<file path="config.mk">
export PLATFORM = sky130hd
export DESIGN_NAME = piso_serializer
export DESIGN_NICKNAME = d
export VERILOG_FILES = /design/src/rtl/piso_serializer_pkg.sv /design/src/rtl/piso_serializer.sv
export SDC_FILE = /design/constraint.sdc
export NUM_CORES = 1
export LEC_CHECK = 0
export ABC_CLOCK_PERIOD_IN_PS = 2400
export BUFFER_PORTS_ARGS = -buffer_cell sky130_fd_sc_hd__buf_2
export CAP_MARGIN = 20
export CORE_AREA = 2 2 39 41
export DETAILED_ROUTE_END_ITERATION = 10
export DIE_AREA = 0 0 41 43
export SLEW_MARGIN = 20
export SYNTH_ARGS = -nofsm -noshare
export SYNTH_HDL_FRONTEND = slang
export SYNTH_SLANG_ARGS = --single-unit
</file>
<file path="constraint.sdc">
create_clock -name clk -period 2.4 [get_ports clk]
set_input_delay 0.48 -clock clk [delete_from_list [all_inputs] [get_ports clk]]
set_output_delay 0.48 -clock clk [all_outputs]
set_load 0.005 [all_outputs]
</file>
<file path="src/rtl/piso_serializer_pkg.sv">
// ============================================================================
// piso_serializer_pkg : shared state encoding for the serial TX/RX blocks
// Rev 1.0 : initial release
// ============================================================================
`default_nettype none

package piso_serializer_pkg;

    // Receivers and serializers import this so both ends agree on the encoding.
    typedef enum logic [0:0] {
        IDLE  = 1'b0,
        SHIFT = 1'b1
    } state_e;

endpackage : piso_serializer_pkg

`default_nettype wire

</file>
<file path="src/rtl/piso_serializer.sv">
// ============================================================================
// piso_serializer : valid/ready parallel-in, serial-out transmitter with frame/last
// Rev 1.0 : initial release
// ============================================================================
`default_nettype none

module piso_serializer
    import piso_serializer_pkg::*;
#(
    parameter int   WIDTH     = 4,
    parameter bit   MSB_FIRST = 1'b1,
    parameter logic IDLE_LVL  = 1'b0
) (
    input  logic             clk,
    input  logic             rst,
    input  logic [WIDTH-1:0] din_par,
    input  logic             load_valid,
    output logic             load_ready,
    output logic             dout,
    output logic             frame,
    output logic             last,
    output logic             busy
);

    localparam int                CNT_W   = $clog2(WIDTH);
    localparam logic [CNT_W-1:0]  CNT_MAX = CNT_W'(WIDTH - 1);

    state_e             state_q, state_d;
    logic [WIDTH-1:0]   shreg_q, shreg_d;
    logic [CNT_W-1:0]   cnt_q,   cnt_d;

    logic [WIDTH-1:0]   shreg_shifted;
    logic               out_bit;
    logic               accept;

    generate
        if (MSB_FIRST) begin : g_msb_first
            assign shreg_shifted = {shreg_q[WIDTH-2:0], 1'b0};
            assign out_bit       = shreg_q[WIDTH-1];
        end else begin : g_lsb_first
            assign shreg_shifted = {1'b0, shreg_q[WIDTH-1:1]};
            assign out_bit       = shreg_q[0];
        end
    endgenerate

    // Ready during the last bit is what makes back-to-back words gapless.
    assign load_ready = (state_q == IDLE) || ((state_q == SHIFT) && (cnt_q == '0));
    assign accept     = load_valid && load_ready;

    always_comb begin
        state_d = state_q;
        shreg_d = shreg_q;
        cnt_d   = cnt_q;
        if (accept) begin
            state_d = SHIFT;
            shreg_d = din_par;
            cnt_d   = CNT_MAX;
        end else if (state_q == SHIFT) begin
            shreg_d = shreg_shifted;
            if (cnt_q == '0) begin
                state_d = IDLE;
            end else begin
                cnt_d = cnt_q - CNT_W'(1);
            end
        end
    end

    always_ff @(posedge clk or posedge rst) begin
        if (rst) begin
            state_q <= IDLE;
            shreg_q <= '0;
            cnt_q   <= '0;
        end else begin
            state_q <= state_d;
            shreg_q <= shreg_d;
            cnt_q   <= cnt_d;
        end
    end

    assign busy  = (state_q == SHIFT);
    assign dout  = busy ? out_bit : IDLE_LVL;
    assign frame = busy && (cnt_q == CNT_MAX);
    assign last  = busy && (cnt_q == '0);

endmodule : piso_serializer

`default_nettype wire

</file>
### Yosys cells after proc, flatten, opt, wreduce, memory -nomap -nowiden

Index checks and enable logic that the tools add are counted.

| storage, ports and cells | value |
|---|---|
| register bits after elaboration | 7 |
| bits of input ports | 7 |
| output and inout bits | 5 |
| logic and storage cells | 23 |

| operators by class | value |
|---|---|
| add/sub/neg operators | 1 |
| equal/unequal tests | 2 |
| mux-type cells | 9 |
| bitwise gates (word level) | 1 |
| reduce and logical (&&, ||, !) cells | 7 |

Operator list:

| cell | number |
|---|---|
| 4-bit two-way mux | 2 |
| 2-bit two-way mux | 3 |
| 1-bit two-way mux | 4 |
| 1-bit logical AND | 3 |
| 2-bit == test (second input constant) | 1 |
| 2-bit zero test | 1 |
| 2-bit != test (second input constant) | 1 |
| 2-bit AND reduction | 1 |
| 2-bit nonzero test | 1 |
| 2-bit by 1-bit subtractor with 2-bit output (second input constant) | 1 |
| 1-bit logical OR | 1 |
| 1-bit inverter | 1 |

### Longest topological paths before layout

Gate-level depths: netlist (run 1).

| depth | value |
|---|---|
| depth in word-level cells | 6 |
| depth in mapped cells | 5 |
| mapped depth without buffers | 5 |

### Worst setup path before layout (run 1)

OpenSTA, ideal clock, no wires.

| path | value |
|---|---|
| path type | register to output |
| start | register cnt_q[0] |
| end | output port load_ready |
| arrival time | 0.829 ns |
| data required time | 1.920 ns |
| slack | 1.091 ns |
| stages on the path, launching flop included | 4 |
| buffers on the path | 0 |
| cells stage by stage | dfrtp_1 > inv_1 > ha_1 > nand2b_4 |

| on the way | value |
|---|---|
| word-level cells in the longest chain between the ends | 3 |

RTL lines:

| what | line | source |
|---|---|---|
| from (decl) | piso_serializer.sv:30 | `logic [CNT_W-1:0] cnt_q, cnt_d;` |
| from (signal assigned) | piso_serializer.sv:76 | `cnt_q <= cnt_d;` |
| 2-bit zero test | piso_serializer.sv:47 | `assign load_ready = (state_q == IDLE) \|\| ((state_q == SHIFT) && (cnt_q == '0));` |
| 1-bit logical AND | piso_serializer.sv:47 |  |
| 1-bit logical OR | piso_serializer.sv:47 |  |
| to (decl) | piso_serializer.sv:18 | `output logic load_ready,` |

Every way passes these cells.

### Final worst setup path (run 1)

Same ends and word-level chain as after synthesis.

==> metrics.md, run 1 <==
| Metric | Value |
|---|---|
| Diode count | `0` |
| Storage cell area | `175 um2` |
| Final setup fails | `0` |
| Synth top cells by count | `7 x dfrtp_1, 5 x o21ai_0, 4 x mux2i_1` |
| Synthesized net count | `47` |
| Place WS | `0.867 ns` |
| Sw power | `0.000199 W` |
| Drt pass-1 iters | `2` |
| Slew Viols, Final | `0` |
| WL final | `761 um` |
| Clock skew | `0.00401 ns` |
| Antenna violations before repair | `0` |
| Crit path arrival time | `1.33 ns` |
| Area of the multi-input gates | `208 um2` |
| PortBufs | `11` |
| PwrDens | `1140 nW/um2` |
| Status | `completed` |
| First-pass GRT wire length | `1100 um` |
| Async SR Flop Fraction | `100%` |
| EDFF count, synth | `0` |
| Fraction of layout cells with a size suffix above 1 | `41.2%` |
| Yosys top cell area share | `42.7%` |
| CTS max path bufs | `2` |
| Most area-consuming cells after synthesis | `dfrtp_1 43%, mux2i_1 9.8%, nand2b_4 6.7%` |
| Routed wire length per instance | `11.4 um` |
| Comb pwr share | `43.0%` |
| Area grow syn2layout | `20.7%` |
| Ports | `12` |
| Effective utilization at floorplan | `29.7%` |
| Sw frac | `35.3%` |
| Clock-pin slew on the worst setup and hold paths | `0.05 ns` |
| Setup crit end kind | `output pin` |
| DIE AREA | `1760 um2` |
| RSZ-0062 raised after global routing | `false` |
| Reg-to-Reg Start | `cnt_q[0]$_DFFE_PP0P_` |
| Resized cells post-CTS | `0` |
| Core area | `1380 um2` |
| Number of max-cap violations | `0` |
| GRT Overall Usage | `9.92%` |
| Worst-Margin Slew | `0.356 ns` |
| Top FF cell, synth | `dfrtp_1` |
| Drt drc | `0` |
| Tmin final | `1.81 ns` |
| Relative slew slack | `76.2%` |
| Mapped cell area | `410 um2` |
| Fin. Hold Viols | `0` |
| Synth cell types | `16` |
| Flop pwr share | `37.7%` |
| RD Place Congestion | `0.684` |
| Placed cells | `63` |
| Die Ht | `43 um` |
| Most common cell in the netlist | `dfrtp_1` |
| CP Launch Point | `cnt_q[0]$_DFFE_PP0P_` |
| Synth Instances | `38` |
| Hold_buf cts | `0` |
| Worst Setup Slack, final | `0.592 ns` |
| P_leak | `0.262 nW` |
| CTS Buf Count | `3` |
| Worst Hold Class | `primary input to asynchronous set/reset pin` |
| CP max FO | `7` |
| Total Nets Final | `61` |
| Clk_lat worst skew | `0.25 ns` |
| Number of synthesized register bits | `7` |
| Dominant cell type by area after synthesis | `dfrtp_1` |
| Worst VDD drop | `412 uV` |
| Pin count of the biggest net entering global routing | `13` |
| Critical path type | `flip-flop to output pin` |
| H-tree depth | `1` |
| Int Power | `0.000364 W` |
| FP Rows | `14` |
| DR vias/cell | `4.60` |
| CTS tree | `built` |
| Sink Count | `7` |
| Final setup TNS | `0 ns` |
| Yosys warns | `0` |
| Syn_area_per_cell | `10.8 um2` |
| CTS root buf | `clkbuf_4` |
| Fin cells | `67` |
| 1st-iter DRT viols | `5` |
| FMAX | `553 MHz` |
| Die width | `41 um` |
| Vias in the first global route | `275` |
| Grt total ovfl | `0` |
| Clock group share of total power | `19.3%` |
| Filler cells | `141` |
| CP Launch Type | `flip-flop` |
| Final ANT Viol Nets | `0` |
| Final worst-path cycle share | `75.3%` |
| Worst Path Required | `1.92 ns` |
| Number of setup buffers added after CTS | `0` |
| Via count | `308` |
| Sequential fraction of the synthesis area | `42.7%` |
==> worst max-delay path: stages, from the launching register on <==
cell	delay, ns
dfrtp_1	0.38
inv_1	0.10
ha_1	0.27
nand2b_4	0.20
buf_2	0.12
==> power by group through the flow <==
stage	clock network [W]	logic (W)	registers [W]
after floorplan	0	0.000188	0.000195
after global placement	0	0.000240	0.000213
after detailed placement	0	0.000244	0.000214
after CTS	0.000114	0.000248	0.000213
after global routing	0.000121	0.000277	0.000220
final	0.000109	0.000242	0.000212
==> metal layers <==
metal | up-vias | part of all wire [%] | GRT usage [%]
met5 | - | 0 | 0
met4 | 0 | 2.0 | 10.0
met3 | 2 | 6.0 | 3.14
met2 | 12 | 42 | 11.6
met1 | 137 | 50 | 13.2
li1 | 157 | - | -
==> sequential cells by signal, indices dropped and copies added (netlist names) <==
name     cells
busy         1
cnt_q        2
shreg_q      4
==> layout make-up <==
type	count	area share (%)
timing repair buffer	11	11.1
sequential	7	35.4
multi-input combinational	26	41.9
clock buffer	4	5.30
inverter	3	2.27
tap	16	4.04
==> placed cells by master (no fill, tap or decap) <==
cell type	instances
buf_2	11
dfrtp_1	7
o21ai_0	5
mux2i_1	4
and3_2	3
a31oi_1	3
inv_1	3
clkbuf_4	3
nand2b_4	2
and2_1	2
ha_1	2
nand2_1	1
o21ai_1	1
and2_2	1
mux2_4	1
nand3_1	1
clkbuf_1	1
==> cells by family (layout without fill, tap and decap cells) <==
logic type / count (synthesis) / after routing / synth area share, %
simple gates: 10 / 10 / 19.2
mux: 5 / 5 / 13.4
fa+ha+maj: 2 / 2 / 6.10
compound gates: 9 / 9 / 11.9
flops: 7 / 7 / 42.7
buf+inv: 5 / 18 / 6.71
==> through the flow <==
stage	total power, W	utilization, %	area, um2	hold WS [ns]
after floorplan	0.000383	-	410	0.283
after CTS	0.000575	35.8	495	0.153
after global placement	0.000453	33.9	469	0.433
final	0.000563	35.8	495	0.150
after detailed placement	0.000459	33.9	469	0.429
after global routing	0.000618	35.8	495	0.172
==> path summary, 6_finish.rpt <==
kind	end	slack (ns)	depth (start not counted)
worst max-delay path	load_ready	0.59	4
worst min-delay path	shreg_q[2]$_DFFE_PP0P_	0.15	2
worst max register to register	cnt_q[0]$_DFFE_PP0P_	1.02	5
worst min register to register	shreg_q[3]$_DFFE_PP0P_	0.52	2
max in group asynchronous	cnt_q[0]$_DFFE_PP0P_	2.03	2
min in group clk	shreg_q[0]$_DFFE_PP0P_	0.49	3
No activity file was read; power rests on OpenSTA's default activity.
==> run 2: changes to the inputs <==
--- a/config.mk
+++ b/config.mk
@@ -5,7 +5,8 @@
 export SDC_FILE = /design/constraint.sdc
 export NUM_CORES = 1
 export LEC_CHECK = 0
-export ABC_CLOCK_PERIOD_IN_PS = 2400
+export ABC_AREA = 1
+export ABC_CLOCK_PERIOD_IN_PS = 1450
 export BUFFER_PORTS_ARGS = -buffer_cell sky130_fd_sc_hd__buf_2
 export CAP_MARGIN = 20
 export CORE_AREA = 2 2 39 41
==> constraint.sdc (replaced) <==
create_clock -name clk -period 1.45 [get_ports clk]
set_input_delay 0.29 -clock clk [delete_from_list [all_inputs] [get_ports clk]]
set_output_delay 0.29 -clock clk [all_outputs]
set_load 0.005 [all_outputs]
==> metrics.md, run 2 <==
| Metric | Value |
|---|---|
| Status | `completed` |
| Vias in the first global route | `312` |
| FP Rows | `14` |
| CTS root buf | `clkbuf_4` |
| Worst Hold End | `shreg_q[0]$_DFFE_PP0P_` |
| Most flops, register | `shreg_q` |
| Slew Viols, Final | `0` |
| Fin. Hold Viols | `0` |
| Drt drc | `0` |
| Dpl hpwl | `550 um` |
| Grt met3 use | `6.28%` |
| Final ANT Viol Nets | `0` |
| Sink Count | `7` |
| Sequential fraction of the synthesis area | `43.5%` |
| Routed wire length per instance | `9.48 um` |
| Ports | `12` |
| Via count | `362` |
| Drt pass-1 iters | `4` |
| Sw frac | `41.2%` |
| Fraction of layout cells with a size suffix above 1 | `40.6%` |
| CP max FO | `3` |
| Top FF cell, synth | `dfrtp_1` |
| Number of max-cap violations | `0` |
| Pin count of the biggest net entering global routing | `9` |
| Synth Instances | `52` |
| Tmin final | `1.38 ns` |
| Area grow syn2layout | `33.2%` |
| DR vias/cell | `4.26` |
| Setup crit end kind | `output pin` |
| GRT Overall Usage | `12.2%` |
| CTS Buf Count | `3` |
| Clk_lat worst skew | `0.26 ns` |
| H-tree depth | `1` |
| Worst-Margin Slew | `0.297 ns` |
| Grt total ovfl | `0` |
| CP Launch Type | `flip-flop` |
| Reg2reg path depth | `8` |
| PwrDens | `1940 nW/um2` |
| Synthesized net count | `61` |
| Clock skew | `0.000831 ns` |
| P_leak | `0.318 nW` |
| Synth cell types | `12` |
| WL final | `806 um` |
| Most common cell after layout, fill and taps aside | `nand2_1` |
| CP Launch Point | `cnt_q[0]$_DFFE_PP0P_` |
| Most frequent cells in the layout | `14 x nand2_1, 11 x buf_2, 9 x inv_1` |
| Worst hold stages | `3` |
| CTS tree | `built` |
| Most common cell in the netlist | `nand2_1` |
| RD Place Congestion | `0.721` |
| Yosys top cell area share | `43.5%` |
| Sw power | `0.000429 W` |
| Grt met1 use | `13.0%` |
| PortBufs | `11` |
| Worst VDD drop | `537 uV` |
| Int Power | `0.000611 W` |
| EDFF count, synth | `0` |
| Dominant cell type by area after synthesis | `dfrtp_1` |
| First-pass GRT wire length | `1300 um` |
| Final setup fails | `0` |
| 1st-iter DRT viols | `14` |
| Critical path type | `flip-flop to output pin` |
| Mapped cell area | `403 um2` |
| Comb pwr share | `49.3%` |
| DIE AREA | `1760 um2` |
| Yosys warns | `0` |
| Max reg flops | `4` |
| Crit path arrival time | `1.09 ns` |
| Final setup TNS | `0 ns` |
| Hold_sp | `din_par[0]` |
| Total Nets Final | `79` |
| Gr busiest metal | `met2` |
| Die Ht | `43 um` |
| Reg-to-reg critical path endpoint | `shreg_q[3]$_DFFE_PP0P_` |
| Clock-pin slew on the worst setup and hold paths | `0.06 ns` |
| Die width | `41 um` |
| WHS | `0.279 ns` |
| Clock group share of total power | `18.1%` |
| Flop-to-flop setup slack | `0.25 ns` |
| Flop pwr share | `32.6%` |
| Antenna violations before repair | `0` |
| Effective utilization at floorplan | `29.1%` |
| GR Util met2 | `15.9%` |
| Number of synthesized register bits | `7` |
| Core area | `1380 um2` |
| Worst Path Required | `1.16 ns` |
| Relative slew slack | `80.2%` |
| Final worst-path cycle share | `95.2%` |
| FMAX | `725 MHz` |
| CTS max path bufs | `2` |
| Async SR Flop Fraction | `100%` |
| Most area-consuming cells after synthesis | `dfrtp_1 43%, nand2_1 14%, inv_1 11%` |
| Synth top cells by count | `15 x nand2_1, 12 x inv_1, 7 x dfrtp_1, 6 x nand3_1` |
| Syn_area_per_cell | `7.75 um2` |
| Worst Hold Class | `primary input to flip-flop` |
| Reg-to-Reg Start | `cnt_q[0]$_DFFE_PP0P_` |
| Diode count | `0` |
-- run 2: through the flow --
stage,cell area [um2],cells,util (%),setup slack [ns],total power [W]
final,537,85,38.8,0.0698,0.00104
after CTS,524,85,37.9,0.0366,0.00101
after global routing,537,85,38.8,-0.00691,0.00117
after floorplan,403,52,-,0.366,0.000644
after detailed placement,478,79,34.5,0.222,0.000771
after global placement,478,79,34.5,0.236,0.000767
-- run 2: logic make-up (layout without fill, tap and decap cells) --
group           count (synthesis)  count (layout)  share of synthesized area, %
simple gates                   29              29                          35.7
fa+ha+maj                       2               2                          6.21
flops                           7               7                          43.5
compound gates                  1               1                          2.17
buf+inv                        13              30                          12.4
-- run 2: cell type report --
class	count	area [um2]
clock buffer	4	26.3
fill	158	847
inverter	13	50.0
multi-input combinational	32	193
sequential	7	175
tap	16	20.0
timing repair buffer	13	72.6
-- run 2: layer usage --
metal / share of wire [%] / vias to the layer above
met5: 0 / -
met4: 4.8 / 0
met3: 5.6 / 5
met2: 47 / 12
met1: 42 / 158
li1: - / 187
-- run 2: power by group through the flow --
stage,Combinational [W],Clock (W),Sequential (W)
global placement,0.000433,0,0.000333
CTS,0.000476,0.000194,0.000336
floorplan,0.000319,0,0.000325
global route,0.000604,0.000217,0.000350
finish,0.000512,0.000188,0.000339
detailed placement,0.000434,0,0.000337
-- run 2: worst max-delay path by stage --
| stage | end | slack (ns) | depth (start not counted) |
|---|---|---|---|
| floorplan | shreg_q[2]$_DFFE_PP0P_ | 0.37 | 7 |
| CTS | last | 0.04 | 5 |
| detailed placement | load_ready | 0.22 | 5 |
| global route | last | -0.007 | 5 |
| finish | load_ready | 0.07 | 5 |
| global placement | load_ready | 0.24 | 5 |
-- run 2: repair_timing --
item,CTS,global route
setup buffers,1,0
endpoints found under the setup margin,1,2
pin swaps,0,1
resized for setup,3,3
hold buffers,1,0
endpoints found under the hold margin,7,0
-- run 2: worst max-delay path, stage by stage, from the launching register on --
cell and delay (ns):
dfrtp_1 0.39, inv_2 0.10, ha_4 0.15, inv_2 0.04
nand2_4 0.05, buf_2 0.11
==> run 3: changes to the inputs <==
--- a/config.mk
+++ b/config.mk
@@ -6,7 +6,7 @@
 export NUM_CORES = 1
 export LEC_CHECK = 0
 export ABC_AREA = 1
-export ABC_CLOCK_PERIOD_IN_PS = 1450
+export ABC_CLOCK_PERIOD_IN_PS = 1500
 export BUFFER_PORTS_ARGS = -buffer_cell sky130_fd_sc_hd__buf_2
 export CAP_MARGIN = 20
 export CORE_AREA = 2 2 39 41
==> constraint.sdc (replaced) <==
create_clock -name clk -period 1.5 [get_ports clk]
set_input_delay 0.3 -clock clk [delete_from_list [all_inputs] [get_ports clk]]
set_output_delay 0.3 -clock clk [all_outputs]
set_load 0.005 [all_outputs]
==> metrics.md, run 3 (same netlist as run 2, synthesis figures left out) <==
| Metric | Value |
|---|---|
| Clock-pin slew on the worst setup and hold paths | `0.06 ns` |
| Final ANT Viol Nets | `0` |
| Dpl hpwl | `551 um` |
| Number of max-cap violations | `0` |
| Core area | `1380 um2` |
| Antenna violations before repair | `0` |
| WL final | `740 um` |
| Final setup fails | `0` |
| Int Power | `0.000566 W` |
| P_leak | `0.320 nW` |
| Worst VDD drop | `533 uV` |
| Worst Hold Class | `primary input to flip-flop` |
| Most flops, register | `shreg_q` |
| DIE AREA | `1760 um2` |
| 1st-iter DRT viols | `3` |
| Clock skew | `0.00196 ns` |
| Setup crit end kind | `output pin` |
| CTS Buf Count | `3` |
| Area grow syn2layout | `29.5%` |
| Status | `completed` |
| Hold_sp | `din_par[0]` |
| RSZ-0062 raised after global routing | `false` |
| Relative slew slack | `81.4%` |
| Via count | `349` |
| First-pass GRT wire length | `1240 um` |
| Final worst-path cycle share | `93.8%` |
| Sink Count | `7` |
| FP Rows | `14` |
| Drt drc | `0` |
| FMAX | `711 MHz` |
| Crit path arrival time | `1.11 ns` |
| Critical path type | `flip-flop to output pin` |
| Worst Path Required | `1.20 ns` |
| Max reg flops | `4` |
| Die width | `41 um` |
| Area after DPL | `478 um2` |
| Drt pass-1 iters | `4` |
| Fraction of layout cells with a size suffix above 1 | `36.2%` |
| Diode count | `0` |
| WHS | `0.278 ns` |
| Placed cells | `79` |
| Worst hold stages | `3` |
| CTS max path bufs | `2` |
| Flop-to-flop setup slack | `0.30 ns` |
| Ports | `12` |
| Fin cells | `85` |
| CP max FO | `3` |
| Clk_lat worst skew | `0.25 ns` |
| Routed wire length per instance | `8.71 um` |
| Place WS | `0.257 ns` |
| Sw frac | `40.0%` |
| Tmin final | `1.41 ns` |
| CP Launch Type | `flip-flop` |
| Filler cells | `163` |
| RD Place Congestion | `0.722` |
| Slew Viols, Final | `0` |
| Reg-to-Reg Start | `cnt_q[0]$_DFFE_PP0P_` |
| Final setup TNS | `0 ns` |
| CTS tree | `built` |
| Grt total ovfl | `0` |
| Total Nets Final | `79` |
| PortBufs | `11` |
| Worst Setup Slack, final | `0.0927 ns` |
| Design area | `522 um2` |
| Fin. Hold Viols | `0` |
| Comb pwr share | `47.4%` |
| Most common cell after layout, fill and taps aside | `nand2_1` |
| Reg2reg path depth | `8` |
| Pin count of the biggest net entering global routing | `9` |
| Worst-Margin Slew | `0.279 ns` |
| PwrDens | `1810 nW/um2` |
| H-tree depth | `1` |
| Sw power | `0.000378 W` |
| Clock group share of total power | `18.4%` |
| Effective utilization at floorplan | `29.1%` |
| Die Ht | `43 um` |
| GRT Overall Usage | `11.2%` |
| Most frequent cells in the layout | `15 x nand2_1, 11 x buf_2, 10 x inv_1` |
| CTS root buf | `clkbuf_4` |
| Flop pwr share | `34.2%` |
| DR vias/cell | `4.11` |
| CP Launch Point | `cnt_q[0]$_DFFE_PP0P_` |
| Vias in the first global route | `312` |
run 3: stage by stage:
step,utilization (%),total power [W]
floorplan,-,0.000622
global placement,34.5,0.000741
detailed placement,34.5,0.000746
CTS,37.7,0.000963
global route,37.7,0.00107
finish,37.7,0.000944
run 3: cell type report:
| class | count | area, um2 | share of cell area, % |
|---|---|---|---|
| Sequential cell | 7 | 175 | 33.6 |
| Inverter | 13 | 50.0 | 9.59 |
| Multi-Input combinational cell | 32 | 178 | 34.1 |
| Clock buffer | 4 | 26.3 | 5.04 |
| Tap cell | 16 | 20.0 | 3.84 |
| Timing Repair Buffer | 13 | 72.6 | 13.9 |
run 3: final timing paths:
kind                                           to
max in group asynchronous    cnt_q[1]$_DFFE_PP0P_
hold / removal             shreg_q[0]$_DFFE_PP0P_
setup / recovery                       load_ready
setup reg to reg           shreg_q[3]$_DFFE_PP0P_
hold reg to reg            shreg_q[0]$_DFFE_PP0P_
min in group asynchronous  shreg_q[2]$_DFFE_PP0P_
run 3: worst max-delay path, cell delays in order (launching register included):
cell and delay, ns:
dfrtp_1 0.36, inv_2 0.06, ha_1 0.21, inv_2 0.07, nand2_4 0.04, buf_2 0.13
run 3: power by group through the flow:
stage / logic, W / clock network (W) / registers, W
floorplan: 0.000308 / 0 / 0.000314
global placement: 0.000419 / 0 / 0.000322
detailed placement: 0.000421 / 0 / 0.000325
CTS: 0.000453 / 0.000185 / 0.000324
global route: 0.000525 / 0.000204 / 0.000336
finish: 0.000447 / 0.000174 / 0.000323
run 3: layer usage:
layer  vias to the layer above  share of wire [%]  GRT usage [%]
met5                         -                  0              0
met4                         0                1.2           10.0
met3                         2                7.2           4.71
met2                         9                 49           15.0
met1                       148                 43           12.7
li1                        190                  -              -
run 3: timing repair:
item	in CTS	in global routing
hold endpoints to repair	7	0
pin swaps	0	0
setup endpoints to repair	1	1
resized for setup	1	1
hold buffers	1	0
cloned	0	0
setup buffers	1	0
